==> src/rtl/alu_accumulator_ctrl_pkg.sv <==
// Shared definitions for the ALU accumulator controller: op encoding,
// FSM states and result-flag bit positions.
package alu_accumulator_ctrl_pkg;

  localparam logic [1:0] OP_ADD = 2'b00;
  localparam logic [1:0] OP_SUB = 2'b01;
  localparam logic [1:0] OP_CMP = 2'b10;
  localparam logic [1:0] OP_AND = 2'b11;

  localparam int FLAG_GT = 2;
  localparam int FLAG_EQ = 1;
  localparam int FLAG_LT = 0;

  typedef enum logic [1:0] {
    ST_IDLE = 2'b00,
    ST_EXEC = 2'b01,
    ST_RESP = 2'b10
  } state_t;

endpackage

==> src/rtl/alu_accumulator_ctrl.sv <==
// Sequential wrapper around an external 4-bit combinational ALU: accepts a
// command, drives the ALU from registers, captures its outputs, returns a result.
module alu_accumulator_ctrl
  import alu_accumulator_ctrl_pkg::*;
#(
  parameter int               WIDTH    = 4,
  parameter logic [WIDTH-1:0] ACC_INIT = 4'h0
) (
  input  logic             clk,
  input  logic             rst,
  input  logic             cmd_valid,
  output logic             cmd_ready,
  input  logic [1:0]       cmd_op,
  input  logic             cmd_load,
  input  logic [WIDTH-1:0] cmd_b,
  output logic             alu_s0,
  output logic             alu_s1,
  output logic [WIDTH-1:0] alu_a,
  output logic [WIDTH-1:0] alu_b,
  input  logic [WIDTH-1:0] alu_sas,
  input  logic             alu_cas,
  input  logic [WIDTH-1:0] alu_and,
  input  logic             alu_agtb,
  input  logic             alu_aeqb,
  input  logic             alu_bgta,
  output logic             res_valid,
  input  logic             res_ready,
  output logic [WIDTH-1:0] res_data,
  output logic             res_carry,
  output logic [2:0]       res_flags,
  output logic [WIDTH-1:0] acc
);

  state_t     state;
  logic [1:0] alu_op;
  logic       ready_q;

  assign {alu_s1, alu_s0} = alu_op;
  // Masked by rst so an upstream sender never sees ready while reset is held.
  assign cmd_ready = ready_q & ~rst;

  // NOTE: all state here uses non-blocking assignments so every register
  // samples the pre-edge values of the others, independent of statement order.
  always_ff @(posedge clk) begin
    if (rst) begin
      state     <= ST_IDLE;
      acc       <= ACC_INIT;
      ready_q   <= 1'b1;
      res_valid <= 1'b0;
      res_data  <= '0;
      res_carry <= 1'b0;
      res_flags <= 3'b000;
      alu_op    <= 2'b00;
      alu_a     <= '0;
      alu_b     <= '0;
    end else begin
      case (state)
        ST_IDLE: begin
          if (cmd_valid) begin
            alu_a   <= acc;
            alu_b   <= cmd_b;
            alu_op  <= cmd_op;
            ready_q <= 1'b0;
            if (cmd_load) begin
              acc       <= cmd_b;
              res_data  <= cmd_b;
              res_carry <= 1'b0;
              res_valid <= 1'b1;
              state     <= ST_RESP;
            end else begin
              state <= ST_EXEC;
            end
          end
        end

        ST_EXEC: begin
          // The ALU has had a full cycle to settle on the registered inputs.
          case (alu_op)
            OP_ADD, OP_SUB: begin
              acc       <= alu_sas;
              res_data  <= alu_sas;
              res_carry <= alu_cas;
            end
            OP_CMP: begin
              res_data           <= acc;
              res_carry          <= 1'b0;
              res_flags[FLAG_GT] <= alu_agtb;
              res_flags[FLAG_EQ] <= alu_aeqb;
              res_flags[FLAG_LT] <= alu_bgta;
            end
            default: begin
              acc       <= alu_and;
              res_data  <= alu_and;
              res_carry <= 1'b0;
            end
          endcase
          res_valid <= 1'b1;
          state     <= ST_RESP;
        end

        ST_RESP: begin
          if (res_ready) begin
            res_valid <= 1'b0;
            ready_q   <= 1'b1;
            state     <= ST_IDLE;
          end
        end

        default: begin
          res_valid <= 1'b0;
          ready_q   <= 1'b1;
          state     <= ST_IDLE;
        end
      endcase
    end
  end

endmodule

==> config.mk <==
export PLATFORM = sky130hd
export DESIGN_NAME = alu_accumulator_ctrl
export DESIGN_NICKNAME = d
export VERILOG_FILES = /design/src/rtl/alu_accumulator_ctrl_pkg.sv /design/src/rtl/alu_accumulator_ctrl.sv
export SDC_FILE = /design/constraint.sdc
export NUM_CORES = 1
export LEC_CHECK = 0
export CORE_ASPECT_RATIO = 0.7
export CORE_MARGIN = 3
export CORE_UTILIZATION = 25
export CTS_CLUSTER_SIZE = 20
export DETAILED_ROUTE_END_ITERATION = 10
export PLACE_DENSITY = 0.63
export SLEW_MARGIN = 20
export SYNTH_ARGS = -nofsm -noshare
export SYNTH_HDL_FRONTEND = slang
export SYNTH_SLANG_ARGS = --single-unit
==> constraint.sdc <==
create_clock -name clk -period 1.2 [get_ports clk]
set_input_delay 0.24 -clock clk [delete_from_list [all_inputs] [get_ports clk]]
set_output_delay 0.24 -clock clk [all_outputs]
set_load 0.05 [all_outputs]
Word-level counts from Yosys, hierarchy flattened
Cells that the tools add are included.

Bitwise operators: 3. Reduce and logical (&&, ||, !) cells: 11. Multiplexer cells: 19. Eq/ne operators: 8.

Operators with widths (count): 4-bit one-hot mux with 2 select lines (2); 3-bit AND reduction (3); 1-bit two-way mux (8); 4-bit two-way mux (2); 2-bit != test, second input constant (4); 2-bit two-way mux (3); 1-bit one-hot mux with 3 select lines (2); 2-bit one-hot mux with 3 select lines (1); 2-bit AND reduction (3); 2-bit by 1-bit equality test with 1-bit output, second input constant (2); 2-bit equality test, second input constant (2); 2-bit zero test (2); 4-bit AND reduction (1); 1-bit NOT (2); 1-bit one-hot mux with 2 select lines (1); 2-bit nonzero test (1); 2-bit OR reduction (1); 1-bit AND (1).

Flip-flop bits (word level): 22. Output and inout port bits: 24.

Longest topological paths before layout
Depth in word-level cells: 4. Depth in mapped cells: 4.

Worst setup path before layout
Ideal clock, no wire load.

Kind: input to output. From: input rst. To: output cmd_ready. Data required time: 0.960 ns. Data arrival time: 1.307 ns. Stages: 3. Setup slack: -0.347 ns. Cells stage by stage: clkbuf_1 -> clkbuf_1 -> nor2_1.

Cells in the longest elaborated chain, start to end: 2.

RTL lines: start, declared (RTL line alu_accumulator_ctrl.sv:10) `input logic rst,`; 1-bit NOT (RTL line alu_accumulator_ctrl.sv:40) `assign cmd_ready = ready_q & ~rst;`; 1-bit AND (RTL line alu_accumulator_ctrl.sv:40); end, declared (RTL line alu_accumulator_ctrl.sv:12) `output logic cmd_ready,`.

Every way passes these cells.

Worst setup path in the final report
From: register alu_op[1]. To: register acc[3].

Cells in the longest elaborated chain, start to end: 4.

RTL lines: start, declared (RTL line alu_accumulator_ctrl.sv:35) `logic [1:0] alu_op;`; start signal, assigned (RTL line alu_accumulator_ctrl.sv:62) `alu_op <= cmd_op;`; 2-bit by 1-bit equality test with 1-bit output or 2-bit zero test (tied branches) (RTL line alu_accumulator_ctrl.sv:78) `case (alu_op)`; 2-bit OR reduction (RTL line alu_accumulator_ctrl.sv:78); 4-bit one-hot mux with 2 select lines (RTL line alu_accumulator_ctrl.sv:78); 4-bit one-hot mux with 2 select lines (RTL line alu_accumulator_ctrl.sv:57) `case (state)`; end signal, assigned (RTL line alu_accumulator_ctrl.sv:65) `acc <= cmd_b;`; end signal, assigned (RTL line alu_accumulator_ctrl.sv:80) `acc <= alu_sas;`; end signal, assigned (RTL line alu_accumulator_ctrl.sv:92) `acc <= alu_and;`; end, declared (RTL line alu_accumulator_ctrl.sv:31) `output logic [WIDTH-1:0] acc`.

Parallel ways exist; a longest one is shown, timed or not. A chain may end at the register's enable or synchronous reset.

==> impl_metrics.csv <==
group,metric,value,unit
timing,slew_viol_final,0,
floorplan,core_area,3671,um2
floorplan,start_util,26.99,%
synth,synthSimpleGateAreaFrac,18.56,%
run,drv_cap,0,
synth,synth-seq-cells,22,
clock_tree,cts_max_path_buffers,2,
critical_path,end_kind,"flop",
power,switchingPower,620.7,uW
critical_path,critical_path_required,1.37,ns
critical_path,crit_fanout,5,
layout,diodes,0,
synth,netlist-cell-type-count,23,
layout,final_common_cell,"buf_12",
synth,yosys.area_share.adder,0,%
clock_tree,path_clk_slew,0.08,ns
power,power,2047,uW
route,drt-initial-drc-count,41,
critical_path,critPathSlowestCell,"dfxtp_4",
power,p_seq_share,40.8,%
route,vias,956,
route,drc_errors,0,
grt,gr-total-overflow,0,
synth,synth_xor_area_share,0,%
critical_path,critPathMaxStageDelay,0.37,ns
placement,io_buffers,46,
placement,place.gp.congestion,0.7868,
floorplan,core.rowCount,18,
layout,layout-drive-gt1-share,45.57,%
min_path,hold_path.class,"input port to flop",
synth,yosysSeqAreaShare,44.44,%
floorplan,dieHeight,58.68,um
timing,finalCriticalPeriod,1.182,ns
synth,postSynthAreaPerCell,9.811,um2
layout,layout.nets,182,
grt,grt_antenna_before_repair,0,
clock_tree,hold_buffers,0,
power,pwr-share-clk,25.3,%
synth,synthMuxAreaShare,13.13,%
grt,grt_max_degree,13,
layout,area_delta_synth_final,107.4,%
placement,place_area,1826,um2
synth,syn_area,991.0,um2
synth,yosys_warnings,0,
critical_path,critical_path_class,"flop to flop",
power,combPwrFrac,33.9,%
grt,grt_pass1_wl,4836,um
clock_tree,htree_levels,1,
clock_tree,insertion_delay,0.26,ns
route,drt-wirelength-per-cell,14.67,um
route,viasPerCell,4.596,
power,switching_share,30.33,%
route,drt_pass1_iterations,4,
critical_path,cp.arrival,1.35,ns
layout,final_area,2056,um2
route,drtAntennaViolNets,0,
timing,fin_crit_sh,98.54,%
synth,syn_inst,101,
floorplan,die_w,81.25,um
grt,grt_use_total,13.18,%
layout,mostFrequentLayoutCells,"buf_12, clkdlybuf4s50_1, nor2_1",
power,leakagePower,0.0008174,uW
timing,setup_tns,0,ns
clock_tree,cts_sinks,22,
synth,synth_compound_area_share,17.68,%
power,ir_drop,520.2,uV
timing,worstMarginPinSlew,0.2922,ns
synth,synth_fp_nets,124,
floorplan,design.die.area,4767,um2
run_status,status,"completed",
timing,finalSetupViolCount,0,
clock_tree,cts_tree,"done",
timing,fin_worst_skew,0.003792,ns
floorplan,io_pins,47,
power,p_per_area,995.6,nW/um2
layout,fillers,317,
timing,rsz0062_at_grt,"yes",
clock_tree,cts_buffers,3,
synth,synth_top_family_by_area,"simple AND/OR/NAND/NOR gates",
timing,hold_viol,0,
power,internal_power,1426,uW
grt,grt_pass1_vias,1003,
critical_path,startpoint_type,"flop",
route,wl,3051,um
clock_tree,cts_root_buf,"clkbuf_8",
timing,relSlewSlack,80.49,%
placement,post-dp-hpwl,2256,um
timing,fmax,845.7,MHz
critical_path,path_cells,"nor2b_2, o21a_4, o41ai_4",
## state kept, by name, indices dropped and copies added, names as in the netlist, 2 cells and up
signal and flops:
alu_b 4, res_flags 3, alu_op 2, alu_a 4, acc 4, state 2
## worst max-delay path, delay by kind of cell (launching register included)
kind	cells	cell delay (ns)
compound gates	2	0.55
simple gates	1	0.17
flops	1	0.37
## cells by family (layout without fill, tap and decap cells)
group	Yosys count	after routing
simple gates	35	35
flops	22	22
mux	13	13
buf+inv	11	68
compound gates	20	20
## layout make-up
class	count	area [um2]	area share (%)
Clock buffer	4	55.05	2.678
Tap cell	50	62.56	3.043
Timing Repair Buffer	62	844.6	41.08
Sequential cell	22	459.2	22.34
Inverter	2	7.507	0.3652
Multi-Input combinational cell	68	626.9	30.49
## layer usage
layer  global-route usage [%]  part of all wire (%)  vias to the layer above
li1                         -                     -                      468
met1                    16.89                    43                      450
met2                    21.40                    49                       38
met3                    5.657                   8.2                        0
met4                    1.446                     0                        0
met5                        0                     0                        -
## worst paths after layout
| path | start | end | slack [ns] | cells past startpoint |
|---|---|---|---|---|
| worst max register to register | alu_op[1]$_SDFFE_PP0P_ | acc[3]$_SDFFE_PP0P_ | 0.02 | 3 |
| worst min-delay path | cmd_load | state[0]$_SDFFE_PP0P_ | 0.36 | 3 |
| worst min register to register | res_valid$_SDFFE_PP0P_ | res_valid$_SDFFE_PP0P_ | 0.50 | 2 |
| worst max-delay path | alu_op[1]$_SDFFE_PP0P_ | acc[3]$_SDFFE_PP0P_ | 0.02 | 3 |
## synthesized netlist by cell type
| library cell | n | area, um2 |
|---|---|---|
| clkbuf_1 | 3 | 11.26 |
| o21ai_0 | 2 | 10.01 |
| inv_1 | 2 | 7.510 |
| nand2b_1 | 1 | 6.260 |
| nand4bb_1 | 1 | 11.26 |
| nor2_1 | 19 | 71.32 |
| nand3b_1 | 1 | 7.510 |
| a211oi_1 | 4 | 30.03 |
| buf_4 | 5 | 37.54 |
| o41ai_2 | 4 | 65.06 |
| and4bb_1 | 1 | 12.51 |
| a21oi_1 | 4 | 20.02 |
| mux2i_1 | 13 | 130.1 |
| o2111ai_1 | 4 | 35.03 |
| o21a_1 | 1 | 7.510 |
| dfxtp_1 | 22 | 440.4 |
| or2_1 | 1 | 6.260 |
| nand2_1 | 3 | 11.26 |
| nor3b_2 | 1 | 12.51 |
| nor3b_1 | 1 | 7.510 |
| a21o_1 | 1 | 7.510 |
| buf_2 | 1 | 5.000 |
| nor2b_1 | 6 | 37.54 |
## power groups by stage
stage,sequential (uW),clock [uW],combinational [uW]
after CTS,833,533,646
final,834,518,694
after floorplan,929,0,209
after detailed placement,847,0,631
after global routing,844,571,729
after global placement,846,0,622
## stage by stage
step	utilization, %	instances	hold slack (ns)	setup WS, ns
after floorplan	-	101	0.3087	0.003986
after global placement	49.73	201	0.4880	-0.2945
after detailed placement	49.73	201	0.4894	-0.3618
after CTS	52.25	206	0.5003	-0.007015
after global routing	56.00	208	0.3718	-0.02740
final	56.00	208	0.3560	0.01757
## timing repair
item                       CTS  global route
pin swaps                    1             6
setup buffers                1             2
gates resized for setup      7            27
setup endpoints to repair   14            18
(Power assumes the default switching activity.)
